`src/rtl/seven_seg_pkg.sv`:
```
// rtl/seven_seg_pkg.sv - shared types and divider helper for the seven-segment counter
package seven_seg_pkg;

    typedef logic [3:0] bcd_digit_t;

    typedef enum logic {
        STOPPED = 1'b0,
        RUNNING = 1'b1
    } counter_state_t;

    // A zero tick rate yields 0 so the caller's elaboration check can reject it.
    function automatic int calc_div(input int clk_hz, input int tick_hz);
        return (tick_hz > 0) ? (clk_hz / tick_hz) : 0;
    endfunction

endpackage

```
`src/rtl/next_digit.sv`:
```
// rtl/next_digit.sv - combinational BCD incrementer, all 9s wraps to all 0s
module next_digit
    import seven_seg_pkg::*;
#(
    parameter int DIGITS = 6
) (
    input  bcd_digit_t [DIGITS-1:0] digits_i,
    output bcd_digit_t [DIGITS-1:0] digits_o
);

    logic carry;

    always_comb begin
        digits_o = digits_i;
        carry    = 1'b1;
        for (int i = 0; i < DIGITS; i++) begin
            if (carry) begin
                if (digits_i[i] == 4'd9) begin
                    digits_o[i] = 4'd0;
                end else begin
                    digits_o[i] = digits_i[i] + 4'd1;
                    carry       = 1'b0;
                end
            end
        end
    end

endmodule

```
`src/rtl/bcd_tick_counter.sv`:
```
// rtl/bcd_tick_counter.sv - BCD count register with prescaled tick, run/stop, step and clear
module bcd_tick_counter
    import seven_seg_pkg::*;
#(
    parameter int DIGITS  = 6,
    parameter int CLK_HZ  = 50_000_000,
    parameter int TICK_HZ = 10
) (
    input  logic                    clk,
    input  logic                    reset,
    input  logic                    run,
    input  logic                    step,
    input  logic                    clear,
    output bcd_digit_t [DIGITS-1:0] bcd,
    output logic                    tick,
    output logic                    rollover,
    output logic                    running
);

    localparam int DIV   = calc_div(CLK_HZ, TICK_HZ);
    localparam int PRE_W = (DIV > 1) ? $clog2(DIV) : 1;
    localparam logic [PRE_W-1:0] PRE_MAX = PRE_W'(DIV - 1);

    if (TICK_HZ <= 0 || DIV < 1 || (CLK_HZ % TICK_HZ) != 0) begin : g_bad_div
        $error("bcd_tick_counter: CLK_HZ / TICK_HZ must be an integer >= 1");
    end

    counter_state_t          state_q, state_d;
    logic [PRE_W-1:0]        pre_q, pre_d;
    logic                    step_q, step_d;
    bcd_digit_t [DIGITS-1:0] bcd_q, bcd_d;
    bcd_digit_t [DIGITS-1:0] bcd_inc;
    logic                    tick_q, tick_d;
    logic                    rollover_q, rollover_d;
    logic                    advance;
    logic                    all_nines;

    next_digit #(.DIGITS(DIGITS)) u_next_digit (
        .digits_i (bcd_q),
        .digits_o (bcd_inc)
    );

    always_comb begin
        all_nines = 1'b1;
        for (int i = 0; i < DIGITS; i++) begin
            if (bcd_q[i] != 4'd9) begin
                all_nines = 1'b0;
            end
        end
    end

    // Step edges only count while stopped; a held step advances once.
    always_comb begin
        advance = ((state_q == RUNNING) && (pre_q == PRE_MAX)) ||
                  ((state_q == STOPPED) && step && !step_q);

        state_d    = run ? RUNNING : STOPPED;
        step_d     = step;
        pre_d      = '0;
        bcd_d      = bcd_q;
        tick_d     = 1'b0;
        rollover_d = 1'b0;

        if (!clear && (state_q == RUNNING) && (pre_q != PRE_MAX)) begin
            pre_d = pre_q + PRE_W'(1);
        end

        if (clear) begin
            bcd_d = '0;
        end else if (advance) begin
            bcd_d      = bcd_inc;
            tick_d     = 1'b1;
            rollover_d = all_nines;
        end
    end

    always_ff @(posedge clk or posedge reset) begin
        if (reset) begin
            state_q    <= STOPPED;
            pre_q      <= '0;
            step_q     <= 1'b0;
            bcd_q      <= '0;
            tick_q     <= 1'b0;
            rollover_q <= 1'b0;
        end else begin
            state_q    <= state_d;
            pre_q      <= pre_d;
            step_q     <= step_d;
            bcd_q      <= bcd_d;
            tick_q     <= tick_d;
            rollover_q <= rollover_d;
        end
    end

    assign bcd      = bcd_q;
    assign tick     = tick_q;
    assign rollover = rollover_q;
    assign running  = (state_q == RUNNING);

endmodule

```
`config.mk`:
```
export PLATFORM = sky130hd
export DESIGN_NAME = bcd_tick_counter
export DESIGN_NICKNAME = d
export VERILOG_FILES = /design/src/rtl/seven_seg_pkg.sv /design/src/rtl/next_digit.sv /design/src/rtl/bcd_tick_counter.sv
export SDC_FILE = /design/constraint.sdc
export NUM_CORES = 1
export LEC_CHECK = 0
export CORE_MARGIN = 2
export CORE_UTILIZATION = 35
export CTS_CLUSTER_SIZE = 24
export DETAILED_ROUTE_END_ITERATION = 6
export GPL_TIMING_DRIVEN = 0
export PLACE_DENSITY = 0.65
export SYNTH_ARGS = -nofsm -noshare
export SYNTH_HDL_FRONTEND = slang
export SYNTH_SLANG_ARGS = --single-unit
```
`constraint.sdc`:
```
create_clock -name clk -period 6.21 [get_ports clk]
set_clock_uncertainty 0.2 [all_clocks]
set_input_delay 0.9315 -clock clk [delete_from_list [all_inputs] [get_ports clk]]
set_output_delay 0.9315 -clock clk [all_outputs]
set_load 0.02 [all_outputs]
```
; Word-level counts from Yosys, hierarchy flattened
; Cells that the tools add are included.
[word_totals]
regBits = 51
inputBits = 5
out_inout_bits = 27
elab_cells = 86
[classes]
n_addsub = 7
eq_ne = 14
muxes = 34
bitwise = 1
reduce_logical = 19
[op_table]
columns = op, n
row1 = $mux 24, 2
row2 = $mux 4, 11
row3 = $add 4x1->4 const B, 6
row4 = $eq 4x4->1 const B, 6
row5 = $ne 4x4->1 const B, 6
row6 = $add 23x1->23 const B, 1
row7 = $eq 23x23->1 const B, 1
row8 = $mux 23, 1
row9 = $ne 23x23->1 const B, 1
row10 = $mux 1, 20
row11 = $reduce_bool 2->1, 6
row12 = $reduce_and 2->1, 5
row13 = $logic_and 1x1->1, 5
row14 = $logic_not 1->1, 2
row15 = $logic_or 1x1->1, 1
row16 = $not 1->1, 1

; Logic depth before layout (Yosys ltp)
; Gate-level depths: netlist of run 1.
[logic_depth]
word_depth = 9
depth_mapped = 9
depth_no_buf = 8

; Hierarchy
; A second synthesis of run 1 with hierarchy kept.
[hier_totals]
hier_cells = 341
hier_area_um2 = 3164.3
[modules_own_cells]
columns = mod, instances, cells_per_inst, area_each_um2, seq_area_each_um2
row1 = bcd_tick_counter, 1, 251, 2563.7, 1276.2
row2 = next_digit, 1, 90, 600.6, 0.0

; Least setup slack after synthesis of run 1
; OpenSTA, ideal clock, no wires.
[synth_timing]
path_kind = reg-to-reg
from = register bcd_q, in the netlist bcd[4]
to = register bcd_q, in the netlist bcd[22]
setup_time_ns = 0.078
t_arrival_ns = 2.119
required_time_ns = 5.932
slack_ns = 3.813
stages_incl_launch_ff = 9
n_path_buf = 1
period_less_slack_ns = 2.397
cell_sequence = dfrtp_1 -> ha_1 -> nand2_1 -> or2_1 -> clkbuf_1 -> nor2_1 -> o2111ai_2 -> or4_1 -> a21oi_1
[synth_via]
elab_chain_len = 8
[synth_rtl]
columns = element, line_no
row1 = start: declaration, bcd_tick_counter.sv:31  ; bcd_digit_t [DIGITS-1:0] bcd_q, bcd_d;
row2 = start signal: assignment, bcd_tick_counter.sv:82  ; bcd_q <= '0;
row3 = start signal: assignment, bcd_tick_counter.sv:89  ; bcd_q <= bcd_d;
row4 = $eq 4x4->1, next_digit.sv:18  ; if (digits_i[i] == 4'd9) begin
row5 = $mux 1, next_digit.sv:18
row6 = $mux 1 (4 in a row), next_digit.sv:17  ; if (carry) begin
row7 = $reduce_bool 2->1 (no source line), --
row8 = $reduce_and 2->1 (no source line), --
; Every way passes these cells.
; A chain may end at the register's enable or synchronous reset.

; Final worst setup path of run 1
[layout_timing]
from = input step
to = register bcd_q, in the netlist bcd[4]
[layout_via]
elab_chain_len = 5
[layout_rtl]
columns = element, line_no
row1 = start: declaration, bcd_tick_counter.sv:12  ; input logic step,
row2 = $logic_and 1x1->1 (2 in a row), bcd_tick_counter.sv:55  ; ((state_q == STOPPED) && step && !step_q);
row3 = $logic_or 1x1->1, bcd_tick_counter.sv:54  ; advance = ((state_q == RUNNING) && (pre_q == PRE_MAX)) ||
row4 = $reduce_bool 2->1 (no source line), --
row5 = $reduce_and 2->1 (no source line), --
; Every way passes these cells.

==> reports/results.md, run 1 <==
| Result | This run | Unit |
|---|---|---|
| Status | completed | - |
| Number of clock sinks | 51 | - |
| I/O pin count | 32 | - |
| Chip width | 91.8 | um |
| Number of synthesis warnings | 0 | - |
| Largest net degree at the start of global routing | 43 | - |
| Unrepaired setup endpoints after global routing | false | - |
| Initial detailed-routing violation count | 85 | - |
| Number of cells produced by synthesis | 283 | - |
| Post-Place Setup Slack | 3.06 | ns |
| Placement-stage cell area | 3140 | um^2 |
| Transition time of the tightest slew-check pin | 0.568 | ns |
| Synth Cell Area | 2700 | um^2 |
| Setup-failing EPs final | 0 | - |
| Post-synthesis average cell area | 9.53 | um^2 |
| Final period util | 45.2 | % |
| Length of the first detailed-routing pass in iterations | 4 | - |
| Number of global-route vias before repair | 2048 | - |
| Resized cells post-CTS | 0 | - |
| Number of max-slew violations in the final report | 0 | - |
| Max Fclk | 356 | MHz |
| Drt wl/cell | 13.0 | um |
| Post-synthesis register bit count | 51 | - |
| Synth unique cells | 40 | - |
| Layout cells sized above 1 | 5.92 | % |
| DRC violations left | 0 | - |
| Most frequent cell after synthesis | dfrtp_1 | - |
| Y dimension of the die | 91.8 | um |
| Fillcell total | 766 | - |
| Area share of the leading cell type in the synthesized netlist | 47.3 | % |
| Startpoint kind of the worst setup timing path | primary input | - |
| IR Drop Worst-Case VDD | 0.127 | mV |
| Capture point of the worst reg-to-reg path | bcd[18] | - |
| End of the critical path | bcd[4] | - |
| Logic depth of the worst register-to-register path | 9 | - |
| Number of levels the H-tree was split into | 2 | - |
| GRT Total Usage | 13.9 | % |
| Maximum clock insertion buffer count | 2 | - |
| Clk Tree Root Cell | clkbuf_8 | - |
| Ys flop type | dfrtp_1 | - |
| Clock slew seen by the registers of the worst setup and hold paths | 0.09 | ns |
| Post-synth EDFFs | 0 | - |
| Number of buffers created by CTS | 5 | - |
| Launching instance or port of the critical path | step | - |
| Endpoint required time on the critical path | 6.24 | ns |
| Setup CP Type | in2reg | - |
| Sequential share of the synthesized area | 47.3 | % |
| DP Wirelength | 4000 | um |
| GRT overflow | 0 | - |
| Arrival @ worst endpoint | 2.84 | ns |
| Setup TNS | 0 | ns |
| Total inserted antenna cells | 0 | - |
| Startpoint of the most critical register-to-register path | bcd[5] | - |
| Final Hold Slack | 0.281 | ns |
| Reg2Reg Setup Slack | 3.57 | ns |
| Via count | 2172 | - |
| Clock tree from TritonCTS | built | - |
| Final estimated routing congestion in global placement | 0.820 | - |
| Leakage power | 0.00128 | uW |
| Cell types with the highest counts after synthesis | dfrtp_1 (51), nor2_1 (39), nand2_1 (27) | - |
| Type of destination of the critical path | register | - |
| Max-capacitance violation count | 0 | - |
| Per-cell via count in the routed design | 5.13 | - |
| Total Nets Final | 339 | - |
| Final hold violation count | 0 | - |
| Top area cells in the synthesized netlist | dfrtp_1 (47%), ha_1 (6.0%), nor2_1 (5.4%), xor2_1 (5.2%), a21oi_1 (3.9%) | - |
| Final period demand of the worst path | 2.81 | ns |
| Setup Fix Bufs, Post-CTS | 0 | - |
| Power per Cell Area | 169 | nW/um^2 |
| Max_slew headroom | 62.0 | % |
| Clock latency at the later pin of the worst-skew pair | 0.31 | ns |
| Initial cell density of the core | 35.4 | % |
| Area growth from synthesis to layout | 19.7 | % |
| Antenna violations before repair | 0 | - |
| Wire length of the first global-routing pass | 9520 | um |
| Largest area contributor in the netlist | dfrtp_1 | - |
| Maximum fanout along the worst path | 10 | - |
| Non-filler instance count after layout | 423 | - |
| Final Routed Wirelength | 5520 | um |
| Synthesized netlist net count | 301 | - |
| # port buffers | 30 | - |
| Path class of the lowest-slack min-delay path | reg2reg | - |
| Placed Cells | 416 | - |
| Setup WS post-layout | 3.40 | ns |
| Post-layout instance area | 3230 | um^2 |
| Core ar. | 7610 | um^2 |
| Share of flip-flops with an asynchronous set or reset after synthesis | 100 | % |
| Total die area | 8420 | um^2 |
| Number of rows created at floorplan | 32 | - |
| CTS hold repair buffers | 0 | - |
| Number of nets still failing antenna checks after routing | 0 | - |
[cells by family after synthesis]
kind of cell | count (synthesis) | synth area share [%]
xor+xnor | 21 | 6.82
simple gates | 133 | 26.7
compound gates | 43 | 9.42
mux | 2 | 0.742
buf+inv | 20 | 2.92
fa+ha+maj | 13 | 6.03
flops | 51 | 47.3
[cell usage in the layout (no fill, tap or decap), types with 2 or more instances in the layout]
cell type	netlist	routed
nor2_1	39	39
xnor2_1	5	5
mux2i_1	2	2
nand4_1	4	4
and2_1	2	2
clkbuf_1	7	7
o21ai_0	13	13
inv_1	12	11
clkbuf_8	0	5
nand2_1	27	27
ha_1	13	13
nand3_1	12	12
xor2_1	16	16
nor4_1	2	2
nand2b_1	3	3
or3_1	14	14
o211ai_1	2	2
and4_1	6	6
nor2b_1	4	4
dfrtp_1	51	51
or4_1	8	8
clkdlybuf4s50_1	0	30
o2111ai_2	2	2
a21oi_1	21	21
[routing by layer]
metal / share of wire (%) / track usage (%) / vias to the layer above / wire length [um]
li1: - / - / 1054 / -
met1: 46 / 17.2 / 1082 / 2540
met2: 49 / 24.4 / 30 / 2720
met3: 3.4 / 2.96 / 6 / 188
met4: 1.1 / 3.73 / 0 / 60
met5: 0 / 0 / - / 0
[registers in the layout, indices dropped and copies added (netlist names)]
| register | cells |
|---|---|
| running | 1 |
| rollover | 1 |
| step_q | 1 |
| pre_q | 23 |
| tick | 1 |
| bcd | 24 |
[area by class of cell]
class                      count  area, um^2  area share, %
tap                          102         128           3.96
multi-input combinational    212        1340           41.6
buffer                         8        33.8           1.05
clock inverter                 2        13.8          0.427
timing repair buffer          31         320           9.93
clock buffer                   5        68.8           2.13
sequential                    51        1280           39.6
inverter                      12        45.0           1.40
[through the flow]
| step | utilization, % | power, uW |
|---|---|---|
| final | 42.4 | 544 |
| after global routing | 42.4 | 571 |
| after CTS | 42.4 | 555 |
| after detailed placement | 41.3 | 367 |
| after global placement | 41.1 | 365 |
| after floorplan | - | 355 |
[where the power goes]
group          switching (uW)  internal, uW
combinational            16.4          7.09
clock                     108          77.3
sequential               1.89           334
total                     127           418
[critical path: stages]
cell	delay, ns
clkdlybuf4s50_1	0.49
nor3b_2	0.45
o21ai_2	0.22
clkbuf_1	0.25
or3_1	0.35
a21oi_1	0.14
[worst min-delay path by stage]
stage	from	end	slack, ns	cells after the start
3_3_place_gp	pre_q[0]	pre_q[0]	0.26	1
5_1_grt	pre_q[0]	pre_q[0]	0.32	1
6_report	pre_q[0]	pre_q[0]	0.28	1
4_1_cts	pre_q[0]	pre_q[0]	0.28	1
2_1_floorplan	pre_q[0]	pre_q[0]	0.25	1
3_5_place_dp	pre_q[0]	pre_q[0]	0.27	1
Note: power is estimated with default switching activity, not from simulation.
==> inputs of run 2 (changes only) <==
Clock period 6.21 ns to 2.84 ns, I/O delays scaled along.
==> run 2 against run 1 <==
Effect of this change:
- sequential share of layout area about the same
- cell area about the same
- via count decreased by 0.14%
- die area unchanged
- combinational power increased by 120%
- core utilization about the same
- wire length increased by 0.42%
- critical path type is now reg2reg
- critical endpoint unchanged
- largest cell class unchanged
==> reports/results.md, run 2 (synthesized netlist as in run 1, its figures left out) <==
| Result | This run | Unit | Change |
|---|---|---|---|
| Final hold violation count | 0 | - | unchanged |
| Proportion of power drawn by the clock network | 34.0 | % | was 34.1% |
| Max Fclk | 391 | MHz |  |
| # port buffers | 30 | - | unchanged |
| Type of destination of the critical path | register | - | unchanged |
| Area growth from synthesis to layout | 19.8 | % | was 19.7% |
| Number of max-slew violations in the final report | 0 | - | unchanged |
| Drt wl/cell | 13.1 | um | was 13.0 um |
| Slowest Stage Delay on Critical Path | 0.38 | ns | was 0.49 ns |
| Logic pwr share | 4.3 | % | about the same |
| Path class of the lowest-slack min-delay path | in2async | - | was reg2reg |
| DP Wirelength | 4000 | um | unchanged |
| GRT busiest layer | met2 | - | unchanged |
| Leakage power | 0.00128 | uW | about the same |
| Switching power | 276 | uW | was 127 uW |
| GRT overflow | 0 | - | unchanged |
| I/O pin count | 32 | - | unchanged |
| Chain of cells forming the critical path | ha_1 > nand3_4 > nor4_4 > and4_1 > buf_4 > o21ai_2 > clkbuf_1 > or3_1 > a21oi_1 | - | was clkdlybuf4s50_1 > nor3b_2 > o21ai_2 > clkbuf_1 > or3_1 > a21oi_1 |
| Number of buffers created by CTS | 5 | - | unchanged |
| Antenna violations before repair | 0 | - | unchanged |
| Startpoint kind of the worst setup timing path | register | - | was primary input |
| Transition time of the tightest slew-check pin | 0.587 | ns | was 0.568 ns |
| Final Hold Slack | 0.151 | ns | was 0.281 ns |
| Chip width | 91.8 | um | unchanged |
| Final Routed Wirelength | 5540 | um | was 5520 um |
| Number of global-route vias before repair | 2048 | - | unchanged |
| Number of nets still failing antenna checks after routing | 0 | - | unchanged |
| Maximum fanout along the worst path | 10 | - | unchanged |
| Setup-failing EPs final | 0 | - | unchanged |
| Y dimension of the die | 91.8 | um | unchanged |
| Endpoint required time on the critical path | 2.87 | ns | was 6.24 ns |
| Internal | 914 | uW | was 418 uW |
| Initial detailed-routing violation count | 89 | - | was 85 |
| Top Family by Delay on Critical Path | simple AND/OR/NAND/NOR gates | - | unchanged |
| Post-Place Setup Slack | 0.199 | ns | was 3.06 ns |
| Largest net degree at the start of global routing | 43 | - | unchanged |
| Clk Tree Root Cell | clkbuf_8 | - | unchanged |
| Initial cell density of the core | 35.4 | % | unchanged |
| Status | completed | - | unchanged |
| Register share of total power | 61.6 | % | about the same |
| Setup Fix Bufs, Post-CTS | 0 | - | unchanged |
| Number of rows created at floorplan | 32 | - | unchanged |
| Flip-flop count of the largest register after layout | 24 | - | unchanged |
| Max_slew headroom | 60.7 | % | was 62.0% |
| Number of levels the H-tree was split into | 2 | - | unchanged |
| Via count | 2169 | - | was 2172 |
| Max-capacitance violation count | 0 | - | unchanged |
| Post-Route Utilization | 42.5 | % | was 42.4% |
| Fraction of power spent switching nets | 23.2 | % | about the same |
| Layout cells sized above 1 | 6.23 | % | was 5.92% |
| Final period demand of the worst path | 2.56 | ns |  |
| Clock slew seen by the registers of the worst setup and hold paths | 0.10 | ns | was 0.09 ns |
| IR Drop Worst-Case VDD | 0.278 | mV | was 0.127 mV |
| Non-filler instance count after layout | 423 | - | unchanged |
| Setup CP Type | reg2reg | - | was in2reg |
| Global routing usage on met2 | 24.4 | % | unchanged |
| Number of clock sinks | 51 | - | unchanged |
| Placed Cells | 416 | - | unchanged |
| Maximum clock insertion buffer count | 2 | - | unchanged |
| CTS hold repair buffers | 0 | - | unchanged |
| GRT Total Usage | 13.9 | % | unchanged |
| Most used cells in the layout excluding fill and tap cells | dfrtp_1 (51), nor2_1 (38), clkdlybuf4s50_1 (30) | - | was dfrtp_1 (51), nor2_1 (39), clkdlybuf4s50_1 (30) |
| Total inserted antenna cells | 0 | - | unchanged |
| Most frequent standard cell in the layout excluding fill and tap cells | dfrtp_1 | - | unchanged |
| Final period util | 90.1 | % |  |
| Power per Cell Area | 369 | nW/um^2 | was 169 nW/um^2 |
| Final estimated routing congestion in global placement | 0.820 | - | unchanged |
| Met3 global-route usage | 2.96 | % | unchanged |
| M1 GR Usage | 17.2 | % | unchanged |
| Resized cells post-CTS | 0 | - | unchanged |
| Core ar. | 7610 | um^2 | unchanged |
| Unrepaired setup endpoints after global routing | false | - | unchanged |
| DRC violations left | 0 | - | unchanged |
| Wire length of the first global-routing pass | 9520 | um | unchanged |
| Setup WS post-layout | 0.281 | ns | was 3.40 ns |
| Total Nets Final | 339 | - | unchanged |
| Clock latency at the later pin of the worst-skew pair | 0.31 | ns | about the same |
| Buffers plus inverters on the worst setup path | 2 | - | unchanged |
| Total die area | 8420 | um^2 | unchanged |
| Cell with the largest stage delay on the worst path | dfrtp_1 | - | was clkdlybuf4s50_1 |
| Setup TNS | 0 | ns | unchanged |
| Arrival @ worst endpoint | 2.59 | ns | was 2.84 ns |
| Clock tree from TritonCTS | built | - | unchanged |
| Per-cell via count in the routed design | 5.13 | - | about the same |
| Length of the first detailed-routing pass in iterations | 4 | - | unchanged |
run 2: layout make-up:
type                    instances  area (um^2)
fillers                       767         4380
plain buffers                   8         33.8
well taps                     102          128
multi-input cells             212         1340
flip-flops and latches         51         1280
clock buffers                   5         68.8
inverters                      12         45.0
clock inverters                 2         13.8
repair buffers                 31          320
run 2: power groups by stage:
stage / Combinational (uW) / Sequential [uW] / Clock [uW]
2_1_floorplan: 27.2 / 750 / 0
3_3_place_gp: 49.6 / 748 / 0
3_5_place_dp: 54.1 / 748 / 0
4_1_cts: 54.4 / 734 / 426
5_1_grt: 59.0 / 735 / 455
6_report: 51.6 / 734 / 405
run 2: worst paths after layout:
path / to / cells past startpoint / startpoint / slack, ns
worst max-delay path: bcd[4] / 9 / pre_q[0] / 0.28
worst min-delay path: tick / 2 / reset / 0.15
worst max register to register: bcd[4] / 9 / pre_q[0] / 0.28
worst min register to register: pre_q[0] / 1 / pre_q[0] / 0.28
max in group asynchronous: pre_q[1] / 3 / reset / 1.79
min in group clk: pre_q[0] / 1 / pre_q[0] / 0.28
run 2: metrics by stage:
step                      cell area (um^2)  power (uW)
final                                 3230        1190
after global routing                  3230        1250
after CTS                             3230        1210
after detailed placement              3140         802
after global placement                3120         798
after floorplan                       2700         777
run 2: worst reg2reg max path: cells and delay by family (launching register included):
family | cells | cell delay (ns)
AOI/OAI and AO/OA | 2 | 0.26
adders and majority gates | 1 | 0.24
and+or+nand+nor | 4 | 1.00
buffers and inverters | 2 | 0.40
DFF | 1 | 0.38
run 2: per-layer routing:
metal,vias to the layer above,routed length [um]
li1,1054,-
met1,1077,2530
met2,32,2750
met3,6,194
met4,0,65
met5,-,0
==> inputs of run 3 (changes only) <==
Settings changed: CORE_UTILIZATION 35 to 30, PLACE_DENSITY 0.65 to 0.59.
==> run 3 against run 2 <==
Effect of this change:
- clock power grew 3%
- register-to-register slack lost 0.06 ns
- non-clock buffer count is the same
- worst hold slack gained 0.061 ns
- critical path depth is the same
- core utilization shrank 5.3 points
- wire length grew 2.6%
- critical path type unchanged
- power grew 1.2%
==> reports/results.md, run 3 (synthesized netlist as in run 1, its figures left out) <==
| Result | This run | Unit | Change |
|---|---|---|---|
| Maximum fanout along the worst path | 10 | - | unchanged |
| Final Routed Wirelength | 5680 | um | was 5540 um |
| Length of the first detailed-routing pass in iterations | 4 | - | unchanged |
| Internal | 918 | uW | was 914 uW |
| Most used cells in the layout excluding fill and tap cells | dfrtp_1 (51), nor2_1 (39), clkdlybuf4s50_1 (30) | - | was dfrtp_1 (51), nor2_1 (38), clkdlybuf4s50_1 (30) |
| Number of clock sinks | 51 | - | unchanged |
| Register share of total power | 60.9 | % | was 61.6% |
| Via count | 2196 | - | was 2169 |
| GRT overflow | 0 | - | unchanged |
| Max Fclk | 381 | MHz | was 391 MHz |
| Chip width | 98.8 | um | was 91.8 um |
| Setup-failing EPs final | 0 | - | unchanged |
| Total die area | 9760 | um^2 | was 8420 um^2 |
| Final period demand of the worst path | 2.62 | ns | was 2.56 ns |
| Total power after layout | 1200 | uW | was 1190 uW |
| Initial cell density of the core | 30.9 | % | was 35.4% |
| Setup CP Type | reg2reg | - | unchanged |
| Leakage power | 0.00128 | uW | about the same |
| Maximum clock insertion buffer count | 2 | - | unchanged |
| Clock latency at the later pin of the worst-skew pair | 0.30 | ns | was 0.31 ns |
| Layout cells sized above 1 | 5.90 | % | was 6.23% |
| GRT Total Usage | 12.2 | % | was 13.9% |
| Final estimated routing congestion in global placement | 0.737 | - | was 0.820 |
| Initial detailed-routing violation count | 42 | - | was 89 |
| Flip-flop count of the largest register after layout | 24 | - | unchanged |
| Most frequent standard cell in the layout excluding fill and tap cells | dfrtp_1 | - | unchanged |
| Number of nets still failing antenna checks after routing | 0 | - | unchanged |
| Path class of the lowest-slack min-delay path | in2async | - | unchanged |
| Antenna violations before repair | 0 | - | unchanged |
| Total Nets Final | 339 | - | unchanged |
| Total inserted antenna cells | 0 | - | unchanged |
| Max_slew headroom | 60.8 | % | was 60.7% |
| Y dimension of the die | 98.8 | um | was 91.8 um |
| Setup WS post-layout | 0.217 | ns | was 0.281 ns |
| Clock tree from TritonCTS | built | - | unchanged |
| Clk Tree Root Cell | clkbuf_8 | - | unchanged |
| Resized cells post-CTS | 0 | - | unchanged |
| Final Hold Slack | 0.212 | ns | was 0.151 ns |
| Per-cell via count in the routed design | 5.11 | - | was 5.13 |
| Switching power | 287 | uW | was 276 uW |
| Logic pwr share | 4.3 | % | about the same |
| Endpoint required time on the critical path | 2.87 | ns | about the same |
| Power per Cell Area | 372 | nW/um^2 | was 369 nW/um^2 |
| Area growth from synthesis to layout | 20.0 | % | was 19.8% |
| CTS hold repair buffers | 0 | - | unchanged |
| Launching instance or port of the critical path | pre_q[0] | - | unchanged |
| Max-capacitance violation count | 0 | - | unchanged |
| Type of destination of the critical path | register | - | unchanged |
| Fraction of power spent switching nets | 23.8 | % | was 23.2% |
| Transition time of the tightest slew-check pin | 0.585 | ns | was 0.587 ns |
| DP Wirelength | 4120 | um | was 4000 um |
| Startpoint of the most critical register-to-register path | pre_q[0] | - | unchanged |
| IR Drop Worst-Case VDD | 0.178 | mV | was 0.278 mV |
| Setup Fix Bufs, Post-CTS | 0 | - | unchanged |
| Startpoint kind of the worst setup timing path | register | - | unchanged |
| Proportion of power drawn by the clock network | 34.8 | % | was 34.0% |
| Drt wl/cell | 13.2 | um | was 13.1 um |
| I/O pin count | 32 | - | unchanged |
| Clock slew seen by the registers of the worst setup and hold paths | 0.10 | ns | about the same |
| Status | completed | - | unchanged |
| # port buffers | 30 | - | unchanged |
| Chain of cells forming the critical path | ha_1 > nand3_4 > nor4_4 > and4_1 > buf_4 > o21ai_2 > clkbuf_1 > or3_1 > a21oi_1 | - | unchanged |
| Final period util | 92.4 | % | was 90.1% |
| Number of levels the H-tree was split into | 2 | - | unchanged |
| Reg2Reg Setup Slack | 0.22 | ns | was 0.28 ns |
| Largest net degree at the start of global routing | 36 | - | was 43 |
| Number of rows created at floorplan | 34 | - | was 32 |
| Final hold violation count | 0 | - | unchanged |
| Arrival @ worst endpoint | 2.66 | ns | was 2.59 ns |
| Wire length of the first global-routing pass | 9960 | um | was 9520 um |
| Post-Place Setup Slack | 0.162 | ns | was 0.199 ns |
| Core ar. | 8720 | um^2 | was 7610 um^2 |
| Cell with the largest stage delay on the worst path | dfrtp_1 | - | unchanged |
| Number of max-slew violations in the final report | 0 | - | unchanged |
| Number of buffers created by CTS | 5 | - | unchanged |
| DRC violations left | 0 | - | unchanged |
| Slowest Stage Delay on Critical Path | 0.41 | ns | was 0.38 ns |
| Post-Route Utilization | 37.1 | % | was 42.5% |
| Number of global-route vias before repair | 2108 | - | was 2048 |
| Unrepaired setup endpoints after global routing | false | - | unchanged |
-- run 3: changes by cell type in the layout (fill, tap and decap cells not counted) --
cell / delta
nor2_2: -1
nor2_1: +1
clkinvlp_4: +1
clkinv_4: -1
clkbuf_1: +1
-- run 3: routing by layer --
layer	global-route usage [%]	vias up	routed length [um]
met1	16.2	1096	2630
met4	2.32	0	19
met3	2.62	2	211
li1	-	1059	-
met5	0	-	0
met2	20.8	39	2820
-- run 3: worst max-delay path: cells and delay by family, from the launching register on --
kind / cells / cell delay [ns]
flip-flops: 1 / 0.41
AND/OR/NAND/NOR: 4 / 1.01
AO/OA/AOI/OAI: 2 / 0.26
adder cells (fa/ha/maj): 1 / 0.26
buffers and inverters: 2 / 0.42
-- run 3: power groups by stage --
stage | Combinational, uW | Clock, uW | Sequential [uW]
finish | 51.8 | 419 | 734
global route | 59.9 | 457 | 734
global placement | 50.1 | 0 | 748
CTS | 54.4 | 431 | 734
detailed placement | 54.2 | 0 | 748
floorplan | 27.2 | 0 | 750
-- run 3: path summary, 6_finish.rpt --
path | endpoint | depth (start not counted)
min in group clk | pre_q[0] | 1
max in group asynchronous | pre_q[13] | 3
setup reg to reg | bcd[4] | 9
hold reg to reg | pre_q[0] | 1
hold / removal | bcd[0] | 2
setup / recovery | bcd[4] | 9
-- run 3: cell type report --
cell class | instances | area (um^2)
fill | 884 | 5480
multi-input combinational | 212 | 1340
sequential | 51 | 1280
timing repair buffer | 31 | 320
tap | 108 | 135
clock buffer | 6 | 72.6
inverter | 12 | 45.0
buffer | 8 | 33.8
clock inverter | 2 | 12.5
-- run 3: stage by stage --
step,instance area [um^2],setup TNS [ns],std cells
finish,3240,0,430
global route,3240,0,430
CTS,3240,0,430
detailed placement,3150,0,422
global placement,3130,-4.95,421
floorplan,2700,0,283
